<file path="config.mk">
export PLATFORM = sky130hd
export DESIGN_NAME = rotate_fram_rd_ctrl_flat
export DESIGN_NICKNAME = d
export VERILOG_FILES = /design/src/rtl/rotate_fram_rd_ctrl_if.sv /design/src/rtl/rotate_fram_rd_ctrl.sv /design/src/flat_wrapper.sv
export SDC_FILE = /design/constraint.sdc
export NUM_CORES = 1
export LEC_CHECK = 0
export CORE_MARGIN = 4
export CORE_UTILIZATION = 55
export CTS_CLUSTER_SIZE = 16
export DETAILED_ROUTE_END_ITERATION = 8
export GPL_TIMING_DRIVEN = 0
export HOLD_SLACK_MARGIN = 0.15
export PLACE_DENSITY = 0.86
export SYNTH_ARGS = -nofsm -noshare
export SYNTH_HDL_FRONTEND = slang
export SYNTH_SLANG_ARGS = --single-unit
</file>
<file path="constraint.sdc">
create_clock -name rd_clk -period 6.9 [get_ports rd_clk]
set_input_delay 0.69 -clock rd_clk [delete_from_list [all_inputs] [get_ports rd_clk]]
set_output_delay 0.69 -clock rd_clk [all_outputs]
set_load 0.02 [all_outputs]
</file>
<file path="src/rtl/rotate_fram_rd_ctrl_if.sv">
// Output stream from the rotate frame buffer read controller to the DDR write master.
// The controller is the master; the DDR write master is the slave.
interface rotate_fram_rd_ctrl_if #(
  parameter int unsigned RD_DATA_WIDTH = 256
) ();
  logic [RD_DATA_WIDTH-1:0] m_data;
  logic                     m_valid;
  logic                     m_ready;
  logic                     m_last;

  modport master (output m_data, output m_valid, output m_last, input  m_ready);
  modport slave  (input  m_data, input  m_valid, input  m_last, output m_ready);
endinterface

</file>
<file path="src/rtl/rotate_fram_rd_ctrl.sv">
// Read-side ping-pong controller for the rotate frame buffer: issues half-sized read runs,
// absorbs RAM latency in a skid FIFO and streams bursts out. Build option: RD_OUT_REG_EN.
module rotate_fram_rd_ctrl #(
  parameter int unsigned RD_ADDR_WIDTH = 8,
  parameter int unsigned RD_DATA_WIDTH = 256,
  parameter int unsigned BURST_LEN     = 16
) (
  input  logic                     rd_clk,
  input  logic                     rd_rst_n,
  input  logic                     bank_done,
  output logic [RD_ADDR_WIDTH-1:0] rd_addr,
  output logic                     rd_en,
  input  logic [RD_DATA_WIDTH-1:0] rd_data,
  rotate_fram_rd_ctrl_if.master    m_if,
  output logic                     bank_free,
  output logic                     busy,
  output logic                     ovf_err
);

  localparam int unsigned HW   = RD_ADDR_WIDTH - 1;
  localparam int unsigned HALF = 2 ** HW;
`ifdef RD_OUT_REG_EN
  localparam int unsigned LAT   = 2;
  localparam int unsigned DEPTH = 3;
`else
  localparam int unsigned LAT   = 1;
  localparam int unsigned DEPTH = 2;
`endif

  typedef enum logic [1:0] {IDLE, READ, DRAIN} state_t;

  state_t                   state_q, state_d;
  logic [RD_ADDR_WIDTH-1:0] addr_q, addr_d;
  logic [HW-1:0]            out_idx_q;
  logic [1:0]               pending_q, pending_d;
  logic                     ovf_q, ovf_d;
  logic [LAT-1:0]           dv_q;
  logic [RD_DATA_WIDTH-1:0] mem_q [DEPTH];
  logic [1:0]               wptr_q, rptr_q, cnt_q;
  logic                     push_c, pop_c, issue_c, free_c, done_ok_c;
  logic [2:0]               inflight_c, occ_c;

  function automatic logic [1:0] ptr_next(input logic [1:0] p);
    return (p == 2'(DEPTH - 1)) ? 2'd0 : p + 2'd1;
  endfunction

  assign push_c         = dv_q[LAT-1];
  assign m_if.m_valid   = (cnt_q != 2'd0);
  assign m_if.m_data    = m_if.m_valid ? mem_q[rptr_q] : '0;
  assign m_if.m_last    = m_if.m_valid &&
                          ((out_idx_q & HW'(BURST_LEN - 1)) == HW'(BURST_LEN - 1));
  assign pop_c          = m_if.m_valid && m_if.m_ready;
  assign free_c         = (state_q == DRAIN) && pop_c && (out_idx_q == HW'(HALF - 1));
  assign rd_en          = issue_c;
  assign rd_addr        = addr_q;
  assign bank_free      = free_c;
  assign busy           = (state_q != IDLE) || (cnt_q != 2'd0);
  assign ovf_err        = ovf_q;

  // Reads issued but not yet landed in the FIFO
  always_comb begin
    inflight_c = '0;
    for (int i = 0; i < LAT; i++) inflight_c = inflight_c + 3'(dv_q[i]);
  end

  // Next state and read issue; a pop this cycle frees a slot for the read issued now
  always_comb begin
    state_d = state_q;
    addr_d  = addr_q;
    issue_c = 1'b0;
    occ_c   = 3'(cnt_q) + inflight_c - 3'(pop_c);
    unique case (state_q)
      IDLE:  if (pending_q != 2'd0) state_d = READ;
      READ: begin
        if (occ_c < 3'(DEPTH)) begin
          issue_c = 1'b1;
          addr_d  = addr_q + RD_ADDR_WIDTH'(1);
          if (addr_q[HW-1:0] == HW'(HALF - 1)) state_d = DRAIN;
        end
      end
      DRAIN: if (free_c) state_d = IDLE;
      default: state_d = IDLE;
    endcase
  end

  // Pending-half bookkeeping; a done arriving with both halves pending is dropped
  always_comb begin
    pending_d = pending_q;
    ovf_d     = ovf_q;
    done_ok_c = bank_done && !((pending_q == 2'd2) && !free_c);
    if (bank_done && !done_ok_c) ovf_d = 1'b1;
    unique case ({done_ok_c, free_c})
      2'b10:   pending_d = pending_q + 2'd1;
      2'b01:   pending_d = pending_q - 2'd1;
      default: pending_d = pending_q;
    endcase
  end

  always_ff @(posedge rd_clk or negedge rd_rst_n) begin
    if (!rd_rst_n) begin
      state_q   <= IDLE;
      addr_q    <= '0;
      out_idx_q <= '0;
      pending_q <= '0;
      ovf_q     <= 1'b0;
      dv_q      <= '0;
      wptr_q    <= '0;
      rptr_q    <= '0;
      cnt_q     <= '0;
      for (int i = 0; i < DEPTH; i++) mem_q[i] <= '0;
    end else begin
      state_q   <= state_d;
      addr_q    <= addr_d;
      pending_q <= pending_d;
      ovf_q     <= ovf_d;
      dv_q      <= LAT'({dv_q, issue_c});
      cnt_q     <= cnt_q + 2'(push_c) - 2'(pop_c);
      if (push_c) begin
        mem_q[wptr_q] <= rd_data;
        wptr_q        <= ptr_next(wptr_q);
      end
      if (pop_c) begin
        rptr_q    <= ptr_next(rptr_q);
        out_idx_q <= out_idx_q + HW'(1);
      end
    end
  end

  fifo_no_overflow: assert property (@(posedge rd_clk) disable iff (!rd_rst_n)
    !(push_c && !pop_c && (cnt_q == 2'(DEPTH))));

endmodule

</file>
<file path="src/flat_wrapper.sv">
// flat-port wrapper written by rule: the top's interface ports become plain ports
module rotate_fram_rd_ctrl_flat 
#(
  parameter int unsigned RD_ADDR_WIDTH = 8,
  parameter int unsigned RD_DATA_WIDTH = 256,
  parameter int unsigned BURST_LEN     = 16
)
  (rd_clk, rd_rst_n, bank_done, rd_addr, rd_en, rd_data, bank_free, busy, ovf_err, m_if_m_data, m_if_m_valid, m_if_m_last, m_if_m_ready);
  rotate_fram_rd_ctrl_if #(.RD_DATA_WIDTH(RD_DATA_WIDTH)) m_if_i ();
  input  logic rd_clk;
  input  logic rd_rst_n;
  input  logic bank_done;
  output logic [RD_ADDR_WIDTH-1:0] rd_addr;
  output logic rd_en;
  input  logic [RD_DATA_WIDTH-1:0] rd_data;
  output logic bank_free;
  output logic busy;
  output logic ovf_err;
  output wire logic [$bits(m_if_i.m_data)-1:0] m_if_m_data;
  output wire logic [$bits(m_if_i.m_valid)-1:0] m_if_m_valid;
  output wire logic [$bits(m_if_i.m_last)-1:0] m_if_m_last;
  input wire logic [$bits(m_if_i.m_ready)-1:0] m_if_m_ready;
  assign m_if_m_data = m_if_i.m_data;
  assign m_if_m_valid = m_if_i.m_valid;
  assign m_if_m_last = m_if_i.m_last;
  assign m_if_i.m_ready = m_if_m_ready;
  rotate_fram_rd_ctrl #(.RD_ADDR_WIDTH(RD_ADDR_WIDTH), .RD_DATA_WIDTH(RD_DATA_WIDTH), .BURST_LEN(BURST_LEN)) u_core (.rd_clk(rd_clk), .rd_rst_n(rd_rst_n), .bank_done(bank_done), .rd_addr(rd_addr), .rd_en(rd_en), .rd_data(rd_data), .m_if(m_if_i), .bank_free(bank_free), .busy(busy), .ovf_err(ovf_err));
endmodule
</file>
==> key figures, run 1 <==
Synthesis
  – Area leader, netlist: dfrtp_1
  – Top-area cell type share of the netlist area: 0.565
  – Mapped Area: 23800 um^2
  – Mux cell area share after synthesis: 0.351
  – Count of cell types in the netlist: 35
  – Dominant cells by area after synthesis: dfrtp_1, mux2_2, mux2i_1
  – Register area share after synthesis: 0.565
  – Syn Inst Count: 1750
  – Largest family of logic cells by synthesized area: multiplexers
  – #FFs+latches synth: 538
  – Mean Syn Cell Area: 13.6 um^2
  – Synth Area in Simple Gates: 0.0509
  – Yosys warns: 0
  – Post-synthesis compound-gate area fraction: 0.00189
  – Post-Synth XOR/XNOR Area: 0.00625
  – Post-synthesis net count: 2014
  – Synth Area in Adders: 0.00241

Global route
  – First-pass GRT wire length: 104000 um
  – Overflow left after global routing: 0
  – Total global-route track usage: 0.285
  – Vias in the first global route: 18100
  – Largest net degree at the start of global routing: 121
  – Initial antenna violation count: 17

Route
  – Drt total wl: 67500 um
  – DRC violations left: 0
  – Vias/cell: 5.51
  – Drt wl/cell: 22.7 um
  – ANT nets after route: 0
  – Total iterations of the first detailed-routing run: 5
  – Via count: 16400
  – 1st-iter DRT viols: 970

Timing
  – Worst Tran Pin Value: 1.03 ns
  – Clock Skew: 0.00728 ns
  – WHS: 0.475 ns
  – Tmin final: 5.03 ns
  – Fin crit share: 0.729
  – Slew margin rel.: 0.316
  – Max Freq: 199 MHz
  – Final setup margin: 1.87 ns
  – Endpoints failing hold: 0
  – RSZ-0062 raised after global routing: no
  – # setup viols final: 0
  – Count of pins over their slew limit: 0

Clock tree
  – Total CTS buffers: 55
  – Clock sink total: 538
  – Post-CTS Setup Bufs: 0
  – Skew-Pair Late Insertion Delay: 0.60 ns
  – CTS tree: done
  – Clock root buffer: clkbuf_16
  – CTS Buffer Depth: 3
  – Hold-fix buffers at CTS: 1
  – Clk slew on worst S/H paths: 0.06 ns
  – Post_cts resized: 0
  – H-tree depth: 2

Worst setup path
  – R2r setup slk: 3.39 ns
  – Worst-path maximum fanout: 10
  – Reg2reg path depth: 10
  – CP Data Arrival Time: 4.34 ns
  – Type of the worst setup path: reg2out
  – Crit end category: primary output
  – Worst EP required: 6.21 ns
  – Crit Reg-Reg Startpoint: u_core.cnt_q[1]
  – Crit path launch type: flip-flop
  – Crit Reg-Reg Endpoint: u_core.rd_addr[1]

Pwr
  – Leak Pwr: 14.0 nW
  – Power Dens Cells: 588 nW/um^2
  – Peak supply drop: 0.467 mV

Floorplanning
  – Core area: 43000 um^2
  – Die X: 216 um
  – Die Area: 46700 um^2
  – Die height: 216 um
  – Num ports: 530
  – Initial Utilization: 0.555
  – FP Rows: 76

Final layout
  – Most common cell after layout, fill and taps aside: dfrtp_1
  – Nets@finish: 2605
  – Area Growth Syn to Fin: 33.7%
  – Design Area, Final: 31900 um^2
  – Share of layout cells above drive strength 1: 0.288
  – Most frequent cells in the layout: dfrtp_1, clkdlybuf4s50_1, mux2_2, nor2_1, mux2i_1

Placement
  – I/O Buffers: 529
  – Post-DP Area: 30000 um^2
  – Placement Setup Slack: 2.51 ns
  – Final GP Congestion: 0.878
  – Detailed-placement wirelength estimate: 49000 um

Min path
  – Worst Hold Path EP: u_core.ovf_err
  – Hold_sp: u_core.ovf_err
  – Hold Crit Class: reg2reg
  – Hold path depth: 2

Flow run
  – Max Cap Viol: 0

Outcome
  – Status: complete, no violations
[cell families after synthesis]
kind of cell	Yosys count
adder cells (fa/ha/maj)	4
AO/OA/AOI/OAI	6
AND/OR/NAND/NOR	297
buffers and inverters	117
flip-flops	538
multiplexers	771
XOR/XNOR	17
[synthesized netlist by cell type]
cell type / n
inv_1: 4
a21boi_0: 1
xnor2_1: 12
buf_4: 4
fa_1: 1
or3_1: 1
xor2_1: 5
nand2_1: 7
o21ai_0: 1
nand2b_1: 1
and3_1: 2
or4b_1: 1
nand3b_1: 2
and4_1: 1
dfrtp_1: 538
a2bb2oi_1: 1
nand3_1: 4
clkbuf_1: 31
o311ai_0: 1
nand4_1: 6
nor3_2: 1
nor2_1: 263
buf_1: 3
mux2_2: 515
mux2i_1: 256
buf_2: 75
and2_1: 2
o211ai_1: 1
nor3_1: 2
nor4_1: 1
nor4b_4: 1
ha_1: 3
nor3b_2: 1
nor4b_1: 1
o31ai_1: 1
[worst max path at each step]
stage                                from                end  slack [ns]  cells past startpoint
final                     u_core.cnt_q[1]              rd_en        1.87                     10
after global routing      u_core.cnt_q[1]              rd_en        1.63                     10
after CTS                 u_core.cnt_q[1]              rd_en        1.85                     10
after detailed placement  u_core.cnt_q[1]              rd_en        2.51                     10
after global placement           rd_rst_n  u_core.mem_q[177]      -17.29                      1
after floorplan           u_core.cnt_q[1]              rd_en        3.64                      9
[state kept, by name, indices dropped and copies added (netlist names)]
name,count
u_core.mem_q,512
u_core.rd_addr,8
u_core.out_idx_q,7
u_core.cnt_q,2
u_core.pending_q,2
u_core.state_q,2
u_core.wptr_q,2
u_core.dv_q,1
u_core.ovf_err,1
u_core.rptr_q,1
[critical path, cell delays in order, from the launching register on]
cell	delay, ns
dfrtp_1	0.42
nor2_1	0.55
inv_1	0.18
and2_1	0.25
nand2b_1	0.14
nand2_1	0.08
ha_1	0.22
fa_1	0.41
xnor2_1	0.19
nor4b_4	0.55
clkdlybuf4s50_1	0.76
[per-stage QoR]
step	total power [mW]	TNS [ns]	instances	utilization
after global routing	19.7	0	2976	0.742
final	18.7	0	2977	0.742
after detailed placement	15.6	0	2868	0.698
after global placement	15.3	-9272.64	2864	0.695
after floorplan	11.4	0	1750	-
after CTS	18.8	0	2970	0.741
[area by class of cell]
cell class	instances	area [um^2]
inverter	4	15.0
tap	585	732
multi-input combinational	1095	9830
clock inverter	13	179
antenna	7	17.5
fill	2797	11100
sequential	538	13500
buffer	113	533
timing repair buffer	534	5420
clock buffer	88	1690
[metal layers]
metal,share of wire,wire length (um),global-route usage
met1,0.38,25800,0.335
met2,0.51,34300,0.502
met3,0.082,5540,0.0934
met4,0.026,1790,0.0826
met5,0.0015,101,0
[where the power goes]
group	internal [mW]	switching [mW]	leakage (nW)
sequential	4.78	0.902	6.33
combinational	4.91	5.09	6.78
clock	1.82	1.23	0.920
No activity file was read; power rests on OpenSTA's default activity.
==> run 2, diff against run 1 <==
CORE_UTILIZATION = 46   (was 55)
PLACE_DENSITY = 0.77   (was 0.86)
clock period = 4.3 ns   (was 6.9 ns; I/O delays follow)
==> key figures, run 2 (same netlist as run 1, synthesis figures left out) <==
Final layout
  – Area Growth Syn to Fin: 34.2%
  – Final core occ: 0.624 (-0.118)
  – Share of layout cells above drive strength 1: 0.288 (about the same)
  – Most frequent cells in the layout: dfrtp_1, clkdlybuf4s50_1, mux2_2, nor2_1, mux2i_1
  – Number of flip-flops under the largest register name: 512 (unchanged)
  – Most common cell after layout, fill and taps aside: dfrtp_1
  – Filler cells: 4004 (+43%)
  – Nets@finish: 2608 (+0.12%)
  – Design Area, Final: 32000 um^2 (+0.38%)
  – Top reg by flops: u_core.mem_q

Pwr
  – Clk pwr share: 0.161 (-0.002)
  – Cell Int Power: 18.4 mW (+60%)
  – Sw frac: 0.382 (-0.00361)
  – Peak supply drop: 0.573 mV (+23%)
  – Leak Pwr: 14.0 nW (about the same)
  – Sw Pwr: 11.4 mW (+57%)
  – Power Dens Cells: 930 nW/um^2 (+58%)
  – Reg power frac: 0.303 (about the same)
  – Comb pwr share: 0.536 (+0.002)

Floorplanning
  – Die Area: 55500 um^2 (+19%)
  – Die X: 236 um (+9.0%)
  – Initial Utilization: 0.465 (-0.0900)
  – FP Rows: 83 (+9.2%)
  – Core area: 51300 um^2 (+19%)
  – Die height: 236 um (+9.0%)
  – Num ports: 530 (unchanged)

Timing
  – WHS: 0.345 ns (-0.130 ns)
  – Max Freq: 248 MHz
  – Setup TNS: 0 ns (unchanged)
  – Clock Skew: 0.0118 ns (+0.00456 ns)
  – Count of pins over their slew limit: 0 (unchanged)
  – RSZ-0062 raised after global routing: no
  – Fin crit share: 0.939
  – Endpoints failing hold: 0 (unchanged)
  – # setup viols final: 0 (unchanged)
  – Worst Tran Pin Value: 1.11 ns (+0.0821 ns)
  – Final setup margin: 0.263 ns (-1.61 ns)
  – Tmin final: 4.04 ns
  – Slew margin rel.: 0.262 (-0.0547)

Route
  – 1st-iter DRT viols: 611 (-37%)
  – ANT nets after route: 0 (unchanged)
  – DRC violations left: 0 (unchanged)
  – Total iterations of the first detailed-routing run: 4 (-1)
  – Drt total wl: 65700 um (-2.7%)
  – Via count: 16100 (-1.8%)
  – Drt wl/cell: 21.3 um (-5.9%)
  – Vias/cell: 5.24 (-5.1%)

Placement
  – Final GP Congestion: 0.834 (-5.0%)
  – Post-DP Area: 30100 um^2 (+0.49%)
  – Detailed-placement wirelength estimate: 48800 um (-0.28%)
  – I/O Buffers: 529 (unchanged)
  – Placement Setup Slack: 0.374 ns (-2.14 ns)

Clock tree
  – CTS tree: done
  – CTS Buffer Depth: 3 (unchanged)
  – Clock root buffer: clkbuf_16
  – Clk slew on worst S/H paths: 0.06 ns (about the same)
  – Total CTS buffers: 56 (+1.8%)
  – Skew-Pair Late Insertion Delay: 0.60 ns (about the same)
  – H-tree depth: 2 (unchanged)
  – Clock sink total: 538 (unchanged)

Global route
  – Overflow left after global routing: 0 (unchanged)
  – Vias in the first global route: 17600 (-3.2%)
  – Initial antenna violation count: 19 (+2)
  – Total global-route track usage: 0.231 (-0.0538)
  – First-pass GRT wire length: 101000 um (-2.9%)
  – Largest net degree at the start of global routing: 125 (+3.3%)

Worst setup path
  – Largest stage delay, worst path: 0.67 ns (-0.09 ns)
  – Worst EP required: 3.87 ns (-2.34 ns)
  – CP Data Arrival Time: 3.61 ns (-0.73 ns)
  – Crit end category: primary output
  – Crit path launch type: flip-flop
  – Worst path buffer plus inverter count: 2 (unchanged)
  – Crit path max-delay cell type: clkdlybuf4s50_1
  – Top Family by Delay on Critical Path: simple AND/OR/NAND/NOR gates
  – Type of the worst setup path: reg2out
  – Worst-path maximum fanout: 6 (-4)
  – Crit path cell chain: nor2_4 > inv_1 > and2_1 > nand2b_1 > nand2_1 > ha_1 > fa_1 > xnor2_1 > nor4b_4 > clkdlybuf4s50_1

Flow run
  – Max Cap Viol: 0 (unchanged)

Outcome
  – Status: complete, no violations

Min path
  – Hold Crit Class: in2async
## run 2: final cells by class
type	count	area, um^2	area share
antenna	11	27.5	0.000860
clock buffer	85	1630	0.0510
tap	680	851	0.0266
buffer	113	533	0.0167
sequential	538	13500	0.421
multi-input combinational	1095	9830	0.307
timing repair buffer	536	5460	0.170
inverter	4	15.0	0.000469
clock inverter	16	190	0.00594
## run 2: path summary, 6_finish.rpt
check,endpoint,slack [ns],cells after the start,start
min reg2reg,u_core.out_idx_q[5],0.46,1,u_core.out_idx_q[5]
max,rd_en,0.26,10,u_core.cnt_q[1]
max in group asynchronous,u_core.mem_q[234],2.22,5,rd_rst_n
max reg2reg,u_core.rd_addr[1],1.26,11,u_core.cnt_q[1]
min in group rd_clk,u_core.mem_q[198],0.46,2,rd_data[198]
min,u_core.mem_q[91],0.35,2,rd_rst_n
## run 2: per-stage QoR
step | power, mW | instances
6_report | 29.8 | 3078
5_1_grt | 31.4 | 3075
4_1_cts | 30.1 | 3067
3_5_place_dp | 25.1 | 2964
3_3_place_gp | 24.7 | 2959
2_1_floorplan | 18.2 | 1750
## run 2: worst register-to-register path: cells and delay by family, from the launching register on
family        cells  cell delay (ns)
fa+ha+maj         2             0.61
mux               1             0.34
simple gates      5             1.00
buf+inv           2             0.34
xor+xnor          1             0.18
flops             1             0.45
## run 2: metal layers
layer | vias to the layer above | wire (um) | global-route usage | share of wire
met5 | - | 116 | 0 | 0.0018
met4 | 18 | 1910 | 0.0740 | 0.029
met3 | 122 | 4800 | 0.0717 | 0.073
met2 | 458 | 32400 | 0.392 | 0.49
met1 | 8218 | 26500 | 0.283 | 0.40
li1 | 7299 | - | - | -
## run 2: power by group through the flow
stage	registers, mW	clock network [mW]	logic [mW]
finish	9.01	4.80	16.0
global placement	8.93	0	15.8
CTS	8.98	4.91	16.2
detailed placement	9.06	0	16.1
floorplan	8.68	0	9.57
global route	9.30	5.13	17.0
## run 2: repair_timing
item                                    in CTS  in global routing
cloned                                       0                  0
buffers inserted                             1                  0
hold endpoints to repair                    51                  0
endpoints found under the setup margin       1                  1
hold buffers                                 1                  0
pin swaps                                    1                  0
resized for setup                            1                  1
